===== src/rtl/commit_queue_pkg.sv =====
// Shared core types for the rename/commit path: physical register tags and
// renamed instructions, plus the default commit queue depth.
package commit_queue_pkg;

    localparam int CQ_DEPTH = 16;
    localparam int PREG_W   = 6;

    typedef struct packed {
        logic              valid;
        logic              ready;
        logic [PREG_W-1:0] idx;
    } p_reg_t;

    typedef struct packed {
        logic   valid;
        logic   is_branch;
        p_reg_t rd;
    } rinstr_t;

endpackage


===== src/rtl/commit_queue.sv =====
// In-order commit queue: tracks renamed instructions until their destination
// is written back, then retires them from the head one per cycle.
module commit_queue
    import commit_queue_pkg::*;
#(
    parameter int DEPTH = CQ_DEPTH
) (
    input  logic                     clk_i,
    input  logic                     rst_ni,
    input  rinstr_t                  rinstr_i,
    output logic                     cq_full_o,
    input  p_reg_t                   wb_i,
    output p_reg_t                   p_commit_o,
    output logic                     cq_empty_o,
    output logic [$clog2(DEPTH):0]   count_o
);

    localparam int            PW       = $clog2(DEPTH);
    localparam logic [PW:0]   FULL_CNT = (PW+1)'(DEPTH);

    logic              r_busy     [DEPTH];
    logic              r_done     [DEPTH];
    logic              r_rd_valid [DEPTH];
    logic [PREG_W-1:0] r_rd_idx   [DEPTH];
    logic [PW-1:0]     r_head;
    logic [PW-1:0]     r_tail;
    logic [PW:0]       r_count;
    p_reg_t            r_commit;

    logic w_enq;
    logic w_retire;
    logic w_enq_done;
    logic w_unused;

    assign cq_full_o  = (r_count == FULL_CNT);
    assign cq_empty_o = (r_count == '0);
    assign count_o    = r_count;
    assign p_commit_o = r_commit;

    assign w_enq    = rinstr_i.valid && !cq_full_o;
    // done is a register, so the head retires only on the edge after it was set
    assign w_retire = r_busy[r_head] && r_done[r_head];
    // An entry with no destination, or whose destination is written back in
    // the enqueue cycle itself, starts out done.
    assign w_enq_done = !rinstr_i.rd.valid ||
                        (wb_i.valid && (wb_i.idx == rinstr_i.rd.idx));

    assign w_unused = ^{rinstr_i.is_branch, wb_i.ready};

    always_ff @(posedge clk_i or negedge rst_ni) begin
        if (!rst_ni) begin
            for (int i = 0; i < DEPTH; i++) begin
                r_busy[i]     <= 1'b0;
                r_done[i]     <= 1'b0;
                r_rd_valid[i] <= 1'b0;
                r_rd_idx[i]   <= '0;
            end
            r_head   <= '0;
            r_tail   <= '0;
            r_count  <= '0;
            r_commit <= '0;
        end else begin
            for (int i = 0; i < DEPTH; i++) begin
                if (wb_i.valid && r_busy[i] && r_rd_valid[i] && !r_done[i] &&
                    (r_rd_idx[i] == wb_i.idx))
                    r_done[i] <= 1'b1;
            end

            if (w_retire) begin
                r_busy[r_head] <= 1'b0;
                r_done[r_head] <= 1'b0;
                r_head         <= r_head + PW'(1);
            end

            // tail slot is never busy here, so it cannot collide with the retire
            if (w_enq) begin
                r_busy[r_tail]     <= 1'b1;
                r_done[r_tail]     <= w_enq_done;
                r_rd_valid[r_tail] <= rinstr_i.rd.valid;
                r_rd_idx[r_tail]   <= rinstr_i.rd.idx;
                r_tail             <= r_tail + PW'(1);
            end

            case ({w_enq, w_retire})
                2'b10:   r_count <= r_count + 1'b1;
                2'b01:   r_count <= r_count - 1'b1;
                default: r_count <= r_count;
            endcase

            if (w_retire && r_rd_valid[r_head]) begin
                r_commit.valid <= 1'b1;
                r_commit.ready <= 1'b1;
                r_commit.idx   <= r_rd_idx[r_head];
            end else begin
                r_commit <= '0;
            end
        end
    end

`ifndef SYNTHESIS
    always @(posedge clk_i) begin
        if (rst_ni)
            assert (!(rinstr_i.valid && cq_full_o))
                else $warning("commit_queue: protocol error, instruction presented while full was dropped");
    end
`endif

endmodule


===== config.mk =====
export PLATFORM = sky130hd
export DESIGN_NAME = commit_queue
export DESIGN_NICKNAME = d
export VERILOG_FILES = /design/src/rtl/commit_queue_pkg.sv /design/src/rtl/commit_queue.sv
export SDC_FILE = /design/constraint.sdc
export NUM_CORES = 1
export LEC_CHECK = 0
export ABC_AREA = 1
export BUFFER_PORTS_ARGS = -buffer_cell sky130_fd_sc_hd__buf_2
export CORE_UTILIZATION = 64
export DETAILED_ROUTE_END_ITERATION = 10
export GPL_ROUTABILITY_DRIVEN = 0
export MAX_ROUTING_LAYER = met4
export PLACE_DENSITY = 0.81
export SLEW_MARGIN = 20
export SYNTH_ARGS = -nofsm -noshare
export SYNTH_HDL_FRONTEND = slang
export SYNTH_SLANG_ARGS = --single-unit

===== constraint.sdc =====
create_clock -name clk_i -period 5.45 [get_ports clk_i]
set_input_delay 0.8175 -clock clk_i [delete_from_list [all_inputs] [get_ports clk_i]]
set_output_delay 0.8175 -clock clk_i [all_outputs]
set_load 0.05 [all_outputs]

==> impl_metrics.tcl <==
set metrics [dict create \
    die_y_um 125.6 \
    worst-endpoint-arrival_ns 4.40 \
    drt-total-wl_um 28980 \
    fillCellCount 1220 \
    grt-ovfl-total 0 \
    maxSlewHeadroom 0.2873 \
    ant_nets 0 \
    die_x_um 125.6 \
    rsz0062_at_grt "false" \
    fin_crit_sh 0.7360 \
    postCtsHoldBufs 0 \
    cts_buffer_depth 2 \
    yosysSeqAreaShare 0.4200 \
    reg2reg_slack_ns 1.44 \
    gr-usage-all-layers 0.3964 \
    synth_area_leaders "dfrtp_1 42%, nand2_1 16%, o21ai_1 7.2%, nor2_1 5.2%, inv_1 4.0%" \
    drv_cap 0 \
    drive_gt1_frac 0.09453 \
    max-vdd-ir-drop_mv 0.3632 \
    ios 35 \
    synthTopCellsByCount "429 x nand2_1, 164 x dfrtp_1, 140 x o21ai_1" \
    cp-endpoint "count_o[4]" \
    dr.first_iter.drc_count 1236 \
    yosysTopAreaCellShare 0.4200 \
    clkLatencyLatePin_ns 0.45 \
    period_needed_ns 4.011 \
    avgSynthCellArea_um2 7.227 \
    fin_nets 1372 \
    violations "design-rule violations" \
    synth_fp_nets 1383 \
    final_cell_area_um2 10380 \
    yosysWarnings 0 \
    worst_pin_slew_ns 1.068 \
    rows 44 \
    num_vias 9172 \
    rr_worst_depth 19 \
    cts_tree "yes" \
    status "finished with violations" \
    hp-class "input port to asynchronous set/reset pin" \
    postCtsResizedCells 0 \
    setup_violations 0 \
    cts_buffers 17 \
    hold_viol_final 0 \
    coreArea_um2 14700 \
    drtPass1Iterations 11 \
    drc 1 \
    htreeDepth 4 \
    cp-start-kind "register" \
    ys_ff_latch 164 \
    diodes 0 \
    synthArstFlopShare 1.000 \
    antenna_found_initial 0 \
    path_class "register to register" \
    synth_edf_count 0 \
    initial_core_util 0.6647 \
    grt_pass1_wl_um 45220 \
    endpoint_kind "register" \
    place_area_um2 9809 \
    power_density_nw_per_um2 618.2 \
    synth_area_leader_cell "dfrtp_1" \
    fin_total_pwr_mw 6.419 \
    dieArea_um2 15770 \
    startpoint "r_head[0]" \
    grt_pass1_vias 8330 \
    clock-sinks 164 \
    instances_no_fill 1538 \
    vias_per_cell 5.964 \
    r2r-end "count_o[4]" \
    clock-root-buffer "clkbuf_16" \
    power_leakage_nw 5.123 \
    path_max_fanout 59 \
    post-cts-setup-buffers 0 \
    synth_flop_cell "dfrtp_1" \
    cp.required_ns 5.84 \
    wl_per_cell_um 18.84 \
    syn_area_um2 9771 \
    synth.distinct_cells 32 \
    synth_cells 1352 \
    grt_start_max_net_pins 86 \
    max_freq_mhz 249.3 \
    clock_skew_ns 0.01114 \
    placedCellCount 1506 \
    r2r_start "r_head[0]" \
    numPortBuffers 31 \
    syn2layout_area_growth_pct 6.262 \
    slew_viol_final 0 \
    path_clk_slew_ns 0.06 \
    dp_hpwl_um 18910 \
    setup_tns_ns 0 \
    yosysMostFrequentCell "nand2_1" \
]
[layout by cell type, fill, tap and decap left out, drive strengths merged, types with 2 or more instances in the layout]
master and n:
bufinv 2, clkinvlp 3, a21oi 39, xnor2 26, nor3 19, o2111ai 2
buf 37, nand4 13, inv 132, nand2 433, dfrtp 164, nand3b 4
ha 11, xor2 26, o21ai 209, clkbuf 24, nor2 144, nand3 61
clkinv 3
[power by group]
group | switching (mW) | internal [mW] | total (mW)
Combinational | 2.02 | 0.964 | 2.98
Clock | 0.494 | 0.697 | 1.19
Sequential | 0.475 | 1.77 | 2.25
Total | 2.99 | 3.43 | 6.42
[area by class of cell]
class,instances,area [um2],share of cell area
Clock inverter,8,101.3,0.009761
Timing Repair Buffer,37,206.4,0.01988
Multi-Input combinational cell,989,4772,0.4596
Tap cell,184,230.2,0.02217
Clock buffer,24,471.7,0.04543
Sequential cell,164,4105,0.3954
Inverter,132,495.5,0.04772
[flip-flops by register name (all words and copies together), names as in the netlist]
signal and flops:
p_commit_o 7, r_done 16, r_busy 16, r_tail 4, r_head 4, r_rd_valid 16
r_rd_idx 96, count_o 5
[cell families after synthesis]
family | count (synthesis) | synth area share
simple gates | 674 | 0.2972
compound gates | 252 | 0.1305
buf+inv | 199 | 0.09156
flops | 164 | 0.4200
xor+xnor | 52 | 0.04661
fa+ha+maj | 11 | 0.01409
[critical path, cell delays in order, from the launching register on]
cell and delay (ns):
dfrtp_2 0.83, inv_2 0.63, nand2_1 0.20, nand3_1 0.08, nand2_1 0.10, nand2_1 0.06, nand2_1 0.11, inv_2 0.06
nand2_4 0.25, nand2_1 0.20, inv_1 0.14, ha_1 0.29, xor2_1 0.22, ha_1 0.18, a21o_1 0.10, nand2_1 0.07
o21ai_1 0.16, xor2_1 0.15, nand2_1 0.06, nand2_1 0.05
[per-stage QoR]
stage          utilization  hold WS (ns)  worst slack (ns)
2_1_floorplan            -        0.4415             2.784
3_3_place_gp        0.6673        0.4545             1.650
3_5_place_dp        0.6673        0.4612             1.577
4_1_cts             0.7063        0.4731             1.526
5_1_grt             0.7063        0.4782             1.140
6_report            0.7063        0.4321             1.439
[worst min-delay path by stage]
| stage | startpoint | slack [ns] | cells past startpoint | endpoint |
|---|---|---|---|---|
| after floorplan | r_busy[0] | 0.44 | 2 | r_busy[0] |
| after global placement | r_busy[10] | 0.45 | 2 | r_busy[10] |
| final | rst_ni | 0.43 | 1 | r_rd_idx[44] |
| after global routing | r_busy[14] | 0.48 | 2 | r_busy[14] |
| after CTS | rst_ni | 0.47 | 1 | r_rd_idx[38] |
| after detailed placement | r_busy[11] | 0.46 | 2 | r_busy[11] |
[routing by layer]
layer	global-route usage	part of all wire	up-vias
met5	-	0	-
met1	0.5295	0.40	4227
met4	0.2023	0.043	0
li1	-	-	4266
met2	0.5595	0.44	578
met3	0.09884	0.12	101
Power figures use the tool's default switching activity.
